===== config.mk =====
export PLATFORM = sky130hd
export DESIGN_NAME = pv_interneuron_bank
export DESIGN_NICKNAME = d
export VERILOG_FILES = /design/src/rtl/pv_interneuron_bank.sv
export SDC_FILE = /design/constraint.sdc
export NUM_CORES = 1
export LEC_CHECK = 0
export BUFFER_PORTS_ARGS = -buffer_cell sky130_fd_sc_hd__buf_2
export CELL_PAD_IN_SITES_DETAIL_PLACEMENT = 1
export CELL_PAD_IN_SITES_GLOBAL_PLACEMENT = 1
export CORE_ASPECT_RATIO = 1.75
export CORE_MARGIN = 4
export CORE_UTILIZATION = 41
export DETAILED_ROUTE_END_ITERATION = 10
export HOLD_SLACK_MARGIN = 0.1
export PLACE_DENSITY = 0.81
export SLEW_MARGIN = 20
export SYNTH_ARGS = -nofsm -noshare
export SYNTH_HDL_FRONTEND = slang
export SYNTH_SLANG_ARGS = --single-unit

===== constraint.sdc =====
create_clock -name clk -period 25.6 [get_ports clk]
set_input_delay 5.12 -clock clk [delete_from_list [all_inputs] [get_ports clk]]
set_output_delay 5.12 -clock clk [all_outputs]
set_load 0.02 [all_outputs]

===== src/rtl/pv_interneuron_bank.sv =====
// pv_interneuron_bank
// Bank of PV+ basket-cell inhibition units placed between the L2/3 oscillator
// outputs and the L2/3 inhibitory input. Each clk_en strobe starts a sweep that
// processes one channel per clock. For each channel the unit:
//   - estimates the oscillator amplitude as max(|x|,|y|) + min(|x|,|y|)/2,
//   - leaks it into a first-order envelope,
//   - thresholds that envelope, scales it by gain (Q4.14) and saturates the
//     result into a non-negative inhibition current.
//
// Optional feature: define PV_GAP_JUNCTION_EN to add ring-topology gap-junction
// coupling between neighbouring envelopes. The coupling uses a snapshot of all
// envelopes taken at sweep start (env_prev), so the result does not depend on
// sweep order.
//
// Ports:
//   clk        clock
//   rst        synchronous, active-high reset
//   clk_en     update strobe; starts a sweep when idle
//   l23_x_bus  per-channel L2/3 x, channel k at [k*WIDTH +: WIDTH]
//   l23_y_bus  per-channel L2/3 y
//   threshold  envelope threshold (negative treated as 0)
//   gain       inhibition gain, Q4.14 (negative treated as 0)
//   inhib_bus  per-channel inhibition, always >= 0
//   env_bus    per-channel envelope, always >= 0
//   busy       sweep in progress
//   done       one-cycle pulse after the last channel is written
//   overrun    sticky: a strobe arrived while busy or done; cleared by rst
module pv_interneuron_bank #(
  parameter int WIDTH     = 18,
  parameter int FRAC      = 14,
  parameter int NCH       = 4,
  parameter int TAU_SHIFT = 3,
  parameter int GJ_SHIFT  = 2
) (
  input  logic                 clk,
  input  logic                 rst,
  input  logic                 clk_en,
  input  logic [NCH*WIDTH-1:0] l23_x_bus,
  input  logic [NCH*WIDTH-1:0] l23_y_bus,
  input  logic [WIDTH-1:0]     threshold,
  input  logic [WIDTH-1:0]     gain,
  output logic [NCH*WIDTH-1:0] inhib_bus,
  output logic [NCH*WIDTH-1:0] env_bus,
  output logic                 busy,
  output logic                 done,
  output logic                 overrun
);

  localparam int CHW = (NCH > 1) ? $clog2(NCH) : 1;
  // Envelope plus coupling needs headroom: a Laplacian of non-negative values
  // spans +-2*max, so three guard bits cover the sum before clamping.
  localparam int EW = WIDTH + 3;
  localparam logic [WIDTH-1:0] POS_MAX = {1'b0, {(WIDTH-1){1'b1}}};
  localparam logic [WIDTH-1:0] NEG_MIN = {1'b1, {(WIDTH-1){1'b0}}};
  localparam logic [CHW-1:0]   CH_LAST = CHW'(NCH - 1);

  typedef enum logic [1:0] {
    IDLE  = 2'd0,
    SWEEP = 2'd1,
    DONE  = 2'd2
  } state_t;

  state_t         state_r, state_s;
  logic [CHW-1:0] ch_r, ch_s;

  logic [WIDTH-1:0]        x_s, y_s, env_cur_s, amp_s;
  logic signed [WIDTH:0]   diff_s, env_lp_s;
  logic signed [EW-1:0]    coup_s, env_ext_s;
  logic [WIDTH-1:0]        env_new_s, thr_c_s, gain_c_s, d_pos_s, inhib_new_s;
  logic signed [WIDTH:0]   d_s;
  logic signed [2*WIDTH-1:0] prod_s, prod_sh_s;

`ifdef PV_GAP_JUNCTION_EN
  logic [WIDTH-1:0]     env_prev_r [NCH];
  logic [CHW-1:0]       chm_s, chp_s;
  logic signed [EW-1:0] lap_s;
`endif

  // Magnitude of a signed sample; the most negative code saturates.
  function automatic logic [WIDTH-1:0] abs_sat(input logic [WIDTH-1:0] v);
    logic [WIDTH-1:0] r;
    if (v == NEG_MIN) begin
      r = POS_MAX;
    end else if (v[WIDTH-1]) begin
      r = ~v + {{(WIDTH-1){1'b0}}, 1'b1};
    end else begin
      r = v;
    end
    return r;
  endfunction

  // Alpha-max-plus-beta-min amplitude estimate (alpha=1, beta=1/2), saturated.
  function automatic logic [WIDTH-1:0] amp_est(input logic [WIDTH-1:0] ax,
                                               input logic [WIDTH-1:0] ay);
    logic [WIDTH-1:0] hi;
    logic [WIDTH-1:0] lo;
    logic [WIDTH:0]   sum;
    logic [WIDTH-1:0] r;
    if (ax >= ay) begin
      hi = ax;
      lo = ay;
    end else begin
      hi = ay;
      lo = ax;
    end
    sum = {1'b0, hi} + ({1'b0, lo} >> 1);
    if (sum > {1'b0, POS_MAX}) begin
      r = POS_MAX;
    end else begin
      r = sum[WIDTH-1:0];
    end
    return r;
  endfunction

  // Clamp an extended signed value into [0, POS_MAX].
  function automatic logic [WIDTH-1:0] clamp_nonneg(input logic signed [EW-1:0] v);
    logic [WIDTH-1:0] r;
    if (v[EW-1]) begin
      r = {WIDTH{1'b0}};
    end else if (v > $signed({{(EW-WIDTH){1'b0}}, POS_MAX})) begin
      r = POS_MAX;
    end else begin
      r = v[WIDTH-1:0];
    end
    return r;
  endfunction

  // FSM next-state: idle -> sweep all channels -> one done cycle -> idle.
  always_comb begin
    state_s = state_r;
    ch_s    = ch_r;
    case (state_r)
      IDLE: begin
        if (clk_en) begin
          state_s = SWEEP;
          ch_s    = {CHW{1'b0}};
        end else begin
          state_s = IDLE;
        end
      end
      SWEEP: begin
        if (ch_r == CH_LAST) begin
          state_s = DONE;
        end else begin
          ch_s = ch_r + {{(CHW-1){1'b0}}, 1'b1};
        end
      end
      DONE: begin
        state_s = IDLE;
      end
      default: begin
        state_s = IDLE;
        ch_s    = {CHW{1'b0}};
      end
    endcase
  end

  // Per-channel datapath for the channel currently selected by ch_r.
  always_comb begin
    x_s       = l23_x_bus[int'(ch_r)*WIDTH +: WIDTH];
    y_s       = l23_y_bus[int'(ch_r)*WIDTH +: WIDTH];
    env_cur_s = env_bus[int'(ch_r)*WIDTH +: WIDTH];
    amp_s     = amp_est(abs_sat(x_s), abs_sat(y_s));

    // Stored envelopes are never negative, so zero-extension is exact.
    diff_s   = $signed({1'b0, amp_s}) - $signed({1'b0, env_cur_s});
    env_lp_s = $signed({1'b0, env_cur_s}) + (diff_s >>> TAU_SHIFT);

`ifdef PV_GAP_JUNCTION_EN
    if (ch_r == {CHW{1'b0}}) begin
      chm_s = CH_LAST;
    end else begin
      chm_s = ch_r - {{(CHW-1){1'b0}}, 1'b1};
    end
    if (ch_r == CH_LAST) begin
      chp_s = {CHW{1'b0}};
    end else begin
      chp_s = ch_r + {{(CHW-1){1'b0}}, 1'b1};
    end
    lap_s = $signed({{(EW-WIDTH){1'b0}}, env_prev_r[chm_s]})
          + $signed({{(EW-WIDTH){1'b0}}, env_prev_r[chp_s]})
          - $signed({{(EW-WIDTH-1){1'b0}}, env_prev_r[ch_r], 1'b0});
    coup_s = lap_s >>> GJ_SHIFT;
`else
    coup_s = {EW{1'b0}};
`endif

    env_ext_s = $signed({{(EW-WIDTH-1){env_lp_s[WIDTH]}}, env_lp_s}) + coup_s;
    env_new_s = clamp_nonneg(env_ext_s);

    if (threshold[WIDTH-1]) begin
      thr_c_s = {WIDTH{1'b0}};
    end else begin
      thr_c_s = threshold;
    end
    if (gain[WIDTH-1]) begin
      gain_c_s = {WIDTH{1'b0}};
    end else begin
      gain_c_s = gain;
    end

    d_s = $signed({1'b0, env_new_s}) - $signed({1'b0, thr_c_s});
    if (d_s[WIDTH]) begin
      d_pos_s = {WIDTH{1'b0}};
    end else begin
      d_pos_s = d_s[WIDTH-1:0];
    end

    prod_s    = $signed({{WIDTH{1'b0}}, d_pos_s}) * $signed({{WIDTH{1'b0}}, gain_c_s});
    prod_sh_s = prod_s >>> FRAC;
    if (prod_sh_s > $signed({{WIDTH{1'b0}}, POS_MAX})) begin
      inhib_new_s = POS_MAX;
    end else begin
      inhib_new_s = prod_sh_s[WIDTH-1:0];
    end
  end

  // FSM state, channel index and registered status outputs.
  always_ff @(posedge clk) begin
    if (rst) begin
      state_r <= IDLE;
      ch_r    <= {CHW{1'b0}};
      busy    <= 1'b0;
      done    <= 1'b0;
    end else begin
      state_r <= state_s;
      ch_r    <= ch_s;
      busy    <= (state_s == SWEEP);
      done    <= (state_s == DONE);
    end
  end

  // Sticky overrun: any strobe outside IDLE is dropped and flagged.
  always_ff @(posedge clk) begin
    if (rst) begin
      overrun <= 1'b0;
    end else if (clk_en && (state_r != IDLE)) begin
      overrun <= 1'b1;
    end else begin
      overrun <= overrun;
    end
  end

  // Envelope and inhibition registers; only the swept channel is written.
  always_ff @(posedge clk) begin
    if (rst) begin
      env_bus   <= {(NCH*WIDTH){1'b0}};
      inhib_bus <= {(NCH*WIDTH){1'b0}};
    end else if (state_r == SWEEP) begin
      env_bus[int'(ch_r)*WIDTH +: WIDTH]   <= env_new_s;
      inhib_bus[int'(ch_r)*WIDTH +: WIDTH] <= inhib_new_s;
    end else begin
      env_bus   <= env_bus;
      inhib_bus <= inhib_bus;
    end
  end

`ifdef PV_GAP_JUNCTION_EN
  // Snapshot all envelopes at sweep start for order-independent coupling.
  always_ff @(posedge clk) begin
    if (rst) begin
      for (int k = 0; k < NCH; k++) begin
        env_prev_r[k] <= {WIDTH{1'b0}};
      end
    end else if ((state_r == IDLE) && clk_en) begin
      for (int k = 0; k < NCH; k++) begin
        env_prev_r[k] <= env_bus[k*WIDTH +: WIDTH];
      end
    end else begin
      for (int k = 0; k < NCH; k++) begin
        env_prev_r[k] <= env_prev_r[k];
      end
    end
  end
`endif

endmodule


**Word-level counts from Yosys, hierarchy flattened**

Cells that the tools add are included.

- Bits in registers: 151
- Bits of input ports: 183
- Output and inout port bits: 147
- Word-level logic and storage cells: 64

- Add/sub/neg operators: 8
- Multiply operators: 2
- Order comparisons: 4
- Eq/ne operators: 9
- Shifts and indexed selects: 6
- Multiplexer cells: 21
- Bitwise logic cells: 3
- Reduce and logical (&&, ||, !) cells: 4

Operators by type and width:

| operator | number |
|---|---|
| 72-bit by 32-bit indexed part select with 18-bit output | 3 |
| 18-bit 2-to-1 mux | 11 |
| 72-bit bitwise mux | 2 |
| 18-bit by 33-bit indexed part select with 72-bit output | 2 |
| 18-bit by 33-bit variable shift with 72-bit output (first input constant) | 1 |
| 18-bit by 18-bit subtractor with 19-bit output | 2 |
| 18-bit by 1-bit adder with 18-bit output (second input constant) | 2 |
| 18-bit equality test (second input constant) | 2 |
| 18-bit NOT | 2 |
| 18-bit by 17-bit multiplier with 35-bit output | 1 |
| 17-bit 2-to-1 mux | 2 |
| 7-bit negation with 33-bit output | 1 |
| 21-bit by 17-bit greater-than comparator with 1-bit output (second input constant) | 1 |
| 18-bit by 17-bit adder with 19-bit output | 1 |
| 19-bit by 16-bit adder with 19-bit output | 1 |
| 19-bit by 17-bit greater-than comparator with 1-bit output (second input constant) | 1 |
| 19-bit by 18-bit greater-than comparator with 1-bit output (second input constant) | 1 |
| 18-bit >= comparator | 1 |
| 2-bit equality test (second input constant) | 3 |
| 2-bit by 4-bit multiplier with 6-bit output (second input constant) | 1 |
| 2-bit 2-to-1 mux | 3 |
| 2-bit case mux with 3 select lines | 1 |
| 2-bit by 1-bit equality test with 1-bit output (second input constant) | 2 |
| 2-bit inequality test (second input constant) | 2 |
| other kinds (8) | 8 |

**Depth between registers and ports, before layout**

- Word-level depth: 23
- Mapped depth: 101

**Worst setup path before layout**

Ideal clock, no wire load.

- Path type: input to register
- Start: in l23_y_bus[60]
- End: reg inhib_bus[9]
- Library setup time: 0.132 ns
- Arrival time: 24.847 ns
- Path slack: 0.621 ns
- Stages on the path: 90
- Buffers on the path: 11
- Path through: mux4_2 -> nor4_1 -> nand2b_1 -> or3_1 -> or2_2 -> clkbuf_1 -> nand2_1 -> inv_1 -> ha_1 -> a21oi_1 -> o21ai_0 -> a2111oi_0 -> o21ai_0 -> a21oi_1 -> clkbuf_1 -> buf_1 -> mux2i_1 -> ha_1 -> [54 not listed] -> fa_1 -> inv_1 -> fa_1 -> inv_1 -> ha_1 -> clkbuf_1 -> a21oi_1 -> o21bai_1 -> a221o_1 -> a22oi_1 -> o21ai_1 -> a221oi_1 -> xnor2_1 -> nor4b_2 -> clkbuf_1 -> o211ai_1 -> a221oi_1 -> nor3_1

- Longest elaborated chain between the ends: 22
- Elaborated cells between the ends (all ways): 24
- Those cells by class: 5 x add/sub; 1 x mul; 4 x order compare; 1 x eq/ne; 2 x shift; 10 x mux; 1 x bitwise

RTL lines:

| what | RTL line | source |
|---|---|---|
| start, declared | 39 | `input logic [NCH*WIDTH-1:0] l23_y_bus,` |
| 72-bit by 32-bit indexed part select with 18-bit output (*) | 161 | `y_s = l23_y_bus[int'(ch_r)*WIDTH +: WIDTH];` |
| 18-bit NOT | 85 | `r = ~v + {{(WIDTH-1){1'b0}}, 1'b1};` |
| 18-bit by 1-bit adder with 18-bit output | 85 |  |
| 18-bit 2-to-1 mux | 84 | `end else if (v[WIDTH-1]) begin` |
| 18-bit 2-to-1 mux (*) | 82 | `if (v == NEG_MIN) begin` |
| 18-bit >= comparator | 99 | `if (ax >= ay) begin` |
| 18-bit 2-to-1 mux | 99 |  |
| 18-bit by 17-bit adder with 19-bit output (*) | 106 | `sum = {1'b0, hi} + ({1'b0, lo} >> 1);` |
| [6 not listed] | -- |  |
| 18-bit 2-to-1 mux (*) | 118 | `if (v[EW-1]) begin` |
| 18-bit by 18-bit subtractor with 19-bit output (*) | 202 | `d_s = $signed({1'b0, env_new_s}) - $signed({1'b0, thr_c_s});` |
| 18-bit 2-to-1 mux (*) | 203 | `if (d_s[WIDTH]) begin` |
| 18-bit by 17-bit multiplier with 35-bit output (*) | 209 | `prod_s = $signed({{WIDTH{1'b0}}, d_pos_s}) * $signed({{WIDTH{1'b0}}, gain_c_s});` |
| 21-bit by 17-bit greater-than comparator with 1-bit output | 211 | `if (prod_sh_s > $signed({{WIDTH{1'b0}}, POS_MAX})) begin` |
| 18-bit 2-to-1 mux (*) | 211 |  |
| 18-bit by 33-bit indexed part select with 72-bit output (*) | 251 | `inhib_bus[int'(ch_r)*WIDTH +: WIDTH] <= inhib_new_s;` |
| 72-bit bitwise mux (*) | 251 |  |
| end signal, assigned | 248 | `inhib_bus <= {(NCH*WIDTH){1'b0}};` |
| end signal, assigned by index | 251 |  |
| end signal, assigned | 254 | `inhib_bus <= inhib_bus;` |
| end, declared | 42 | `output logic [NCH*WIDTH-1:0] inhib_bus,` |

Every way passes the cells marked *; elsewhere a longest branch is shown, timed or not.
A chain may end at the register's enable or synchronous reset.

**Worst setup path after layout**

- Start: in l23_y_bus[24]
- End: reg inhib_bus[11]

Same word-level chain as after synthesis.

==> impl_metrics.py <==
metrics = {
    "run_status": {
        "status": "completed",
    },
    "final_layout": {
        "number_of_antenna_repair_diodes": 0,
        "finalCoreUtilization_pct": 47.8,
        "drive_gt1_share_pct": 18.9,
        "final_cell_count_no_fill": 3991,
        "nets_final": 3837,
        "flow.area_growth_from_synthesis_pct": 15.0,
        "fillerInstances": 6997,
    },
    "synth": {
        "mappedNetlistNets": 3564,
        "ys_dominant_reg_cell": "sky130_fd_sc_hd__dfxtp_1",
        "synth-async-reset-ratio_pct": 0,
        "synth_area_leader_cell": "sky130_fd_sc_hd__fa_1",
        "synthesis.instances": 2939,
        "post_synthesis_cell_area_um2": 23800,
        "ys_warn_count": 0,
        "netlist_top_cells_area": "sky130_fd_sc_hd__fa_1 20%, sky130_fd_sc_hd__dfxtp_1 13%, sky130_fd_sc_hd__ha_1 11%, sky130_fd_sc_hd__inv_1 5.8%, sky130_fd_sc_hd__mux4_2 5.5%",
        "postSynthRegisterBits": 151,
        "synth.most_common_cell": "sky130_fd_sc_hd__inv_1",
        "ys_top_cells_by_count": "366 x sky130_fd_sc_hd__inv_1, 240 x sky130_fd_sc_hd__fa_1, 233 x sky130_fd_sc_hd__nor2_1, 229 x sky130_fd_sc_hd__nand2_1, 202 x sky130_fd_sc_hd__ha_1",
        "synth.lib_cells_used.distinct": 86,
        "synth.yosys.seq_area_share_pct": 12.7,
        "post_synth.cell_area_avg_um2": 8.10,
        "synth-edff-count": 0,
        "synth_top_area_share_pct": 20.2,
    },
    "global_route": {
        "globalRouteTotalUtil_pct": 30.8,
        "grt_antenna_before_repair": 0,
        "grt_start_max_net_pins": 73,
        "grt_first_pass_wirelength_mm": 151,
        "via_count_of_the_first_global_routing_pass": 26390,
        "grt_remaining_overflow": 0,
    },
    "worst_setup_path": {
        "worstPathArrival_ps": 24930,
        "critical_path_required_ps": 25910,
        "worst_setup_path_start_kind": "input port",
        "path_common_cell": "sky130_fd_sc_hd__fa_1",
        "crit_path_top_delay_cell": "sky130_fd_sc_hd__fa_1",
        "critPathCaptureType": "register",
        "reg2regPathDepth": 89,
        "cpPeakStageDelay_ps": 590,
        "setup_cp_type": "in2reg",
        "worstPathMaxFanout": 35,
    },
    "floorplanning": {
        "num_io_pins": 330,
        "die_w_um": 190,
        "coreArea_um2": 57300,
        "dieArea_um2": 62200,
        "initial_utilization_pct": 41.5,
        "core.rowCount": 116,
        "die_h_um": 327,
    },
    "routing": {
        "drt.antenna.violating_nets": 0,
        "wl_met3_mm": 5.70,
        "routed_wire_length_per_instance_um": 24.8,
        "routedLengthMet1_mm": 35.6,
        "number_of_detailed_routing_iterations_run_before_antenna_repair": 6,
        "vias": 24106,
        "top_layer_used": "met4",
        "total_drc_errors_in_the_routed_layout": 0,
        "first_iter_violations": 1454,
        "postRouteWirelength_mm": 99.1,
        "route.met2.wl_mm": 51.0,
        "vias_per_cell": 6.04,
    },
    "clock_network": {
        "clockRootBuffer": "sky130_fd_sc_hd__clkbuf_16",
        "clock_sink_count": 151,
        "clock_tree.buffer_depth": 2,
        "cts_made_buffers": 17,
        "clock_insertion_delay_worst_skew_ps": 450,
        "tritoncts": "yes",
        "clock_tree.htree_level_count": 4,
        "clk_pin_slew_worst_paths_ps": 70,
        "cts.hold.buffers_added": 0,
    },
    "place": {
        "finalWeightedCongestion": 0.970,
        "dp_cells": 3948,
        "place_ws_ps": -871,
        "io_buffer_count": 329,
        "place.detailed.hpwl_mm": 80.3,
    },
    "sta": {
        "fin_clk_skew_ps": 13.1,
        "slew_violations": 0,
        "timing.final.hold_violations": 0,
        "min_period_over_period_pct": 96.2,
        "setup_ws_ps": 980,
        "worst_rel_slew_slack_pct": 22.3,
        "min_cycle_time_layout_ps": 24620,
        "maxClockFrequency_mhz": 40.6,
        "tightestPinTransition_ps": 1170,
        "finalSetupViolCount": 0,
    },
    "min_path": {
        "worstHoldPathType": "reg2reg",
        "timing.hold.worst_path_depth": 2,
    },
    "job": {
        "drv.max_cap_violation_count": 0,
    },
}
stage by stage:
step | cell area, um2 | hold slack [ps] | setup TNS, ps
2_1_floorplan | 23800 | 469 | 0
3_3_place_gp | 26500 | 433 | -23110
3_5_place_dp | 26500 | 441 | -40700
4_1_cts | 27100 | 455 | 0
5_1_grt | 27400 | 484 | -1570
6_report | 27400 | 450 | 0
critical path: cells and delay by family:
family | cells | cell delay [ps]
multiplexers | 2 | 650
buffers and inverters | 12 | 1520
AO/OA/AOI/OAI | 37 | 7680
XOR/XNOR | 2 | 250
AND/OR/NAND/NOR | 23 | 3940
adder cells (fa/ha/maj) | 13 | 5690
cells by family (layout without fill, tap and decap cells):
| logic type | Yosys count | after routing | synth area share, % |
|---|---|---|---|
| AO/OA/AOI/OAI | 596 | 596 | 16.9 |
| XOR/XNOR | 95 | 95 | 3.49 |
| adder cells (fa/ha/maj) | 442 | 442 | 30.8 |
| buffers and inverters | 547 | 832 | 8.81 |
| flip-flops | 151 | 151 | 12.7 |
| multiplexers | 88 | 88 | 6.78 |
| other | 1 | 1 | 0.0157 |
| AND/OR/NAND/NOR | 1019 | 1019 | 20.5 |
cell type report:
type | count | area, um2 | share of cell area [%]
Clock buffer | 19 | 443 | 1.62
Timing Repair Buffer | 434 | 2560 | 9.34
Sequential cell | 151 | 3030 | 11.1
Clock inverter | 12 | 105 | 0.384
Inverter | 367 | 1380 | 5.03
Tap cell | 767 | 960 | 3.50
Multi-Input combinational cell | 2241 | 18900 | 69.1
flip-flops by register name, summed over array words and instances (netlist names):
signal	flops
inhib_bus	72
busy	1
state_r	2
ch_r	2
env_bus	72
overrun	1
done	1
path summary, 6_finish.rpt:
check / startpoint / end / slack [ps]
worst max-delay path: l23_y_bus[24] / inhib_bus[11]$_SDFFE_PP0P_ / 980
worst max register to register: ch_r[0]$_SDFFE_PP0P_ / inhib_bus[11]$_SDFFE_PP0P_ / 4420
worst min register to register: overrun$_SDFFE_PP0P_ / overrun$_SDFFE_PP0P_ / 450
worst min-delay path: overrun$_SDFFE_PP0P_ / overrun$_SDFFE_PP0P_ / 450
layer usage:
layer,vias up,GRT usage (%)
met5,-,0
met3,321,4.44
met4,0,17.1
met2,1040,56.5
li1,10690,-
met1,12055,33.6
cell usage in the layout (no fill, tap or decap), types with 7 or more instances in the layout:
cell,instances
sky130_fd_sc_hd__o211ai_1,18
sky130_fd_sc_hd__o31ai_1,13
sky130_fd_sc_hd__and2_1,11
sky130_fd_sc_hd__nor3_2,7
sky130_fd_sc_hd__nand4_1,13
sky130_fd_sc_hd__nor2_1,232
sky130_fd_sc_hd__dfxtp_1,149
sky130_fd_sc_hd__a31oi_1,31
sky130_fd_sc_hd__fa_1,240
sky130_fd_sc_hd__a21o_1,42
sky130_fd_sc_hd__mux4_2,58
sky130_fd_sc_hd__nor3_1,153
sky130_fd_sc_hd__a22o_1,18
sky130_fd_sc_hd__nor2b_1,33
sky130_fd_sc_hd__nand2_1,227
sky130_fd_sc_hd__o21bai_1,13
sky130_fd_sc_hd__nand2b_1,54
sky130_fd_sc_hd__or2_2,15
sky130_fd_sc_hd__o21ai_0,86
sky130_fd_sc_hd__o21ai_1,22
sky130_fd_sc_hd__a21boi_1,7
sky130_fd_sc_hd__a32oi_1,26
sky130_fd_sc_hd__a22oi_1,38
sky130_fd_sc_hd__xor2_1,48
sky130_fd_sc_hd__o21a_1,12
sky130_fd_sc_hd__and3_1,27
sky130_fd_sc_hd__inv_1,366
sky130_fd_sc_hd__mux2i_1,23
sky130_fd_sc_hd__a221oi_1,12
sky130_fd_sc_hd__o22ai_1,12
sky130_fd_sc_hd__nand3b_1,9
sky130_fd_sc_hd__or3_1,29
sky130_fd_sc_hd__buf_4,97
sky130_fd_sc_hd__xnor2_1,45
sky130_fd_sc_hd__a21oi_1,139
sky130_fd_sc_hd__clkbuf_16,19
sky130_fd_sc_hd__a211oi_1,12
sky130_fd_sc_hd__buf_2,328
sky130_fd_sc_hd__ha_1,202
sky130_fd_sc_hd__nand3_1,177
repair_timing:
item,in CTS,in global routing
resized for setup,10,52
endpoints found under the hold margin,0,0
cloned,0,2
buffers inserted,0,10
pin swaps,0,10
endpoints found under the setup margin,71,72
Power is left out: the tool's default activity adds up to more than one toggle a clock period on the data nets, which glitch-free logic cannot reach.
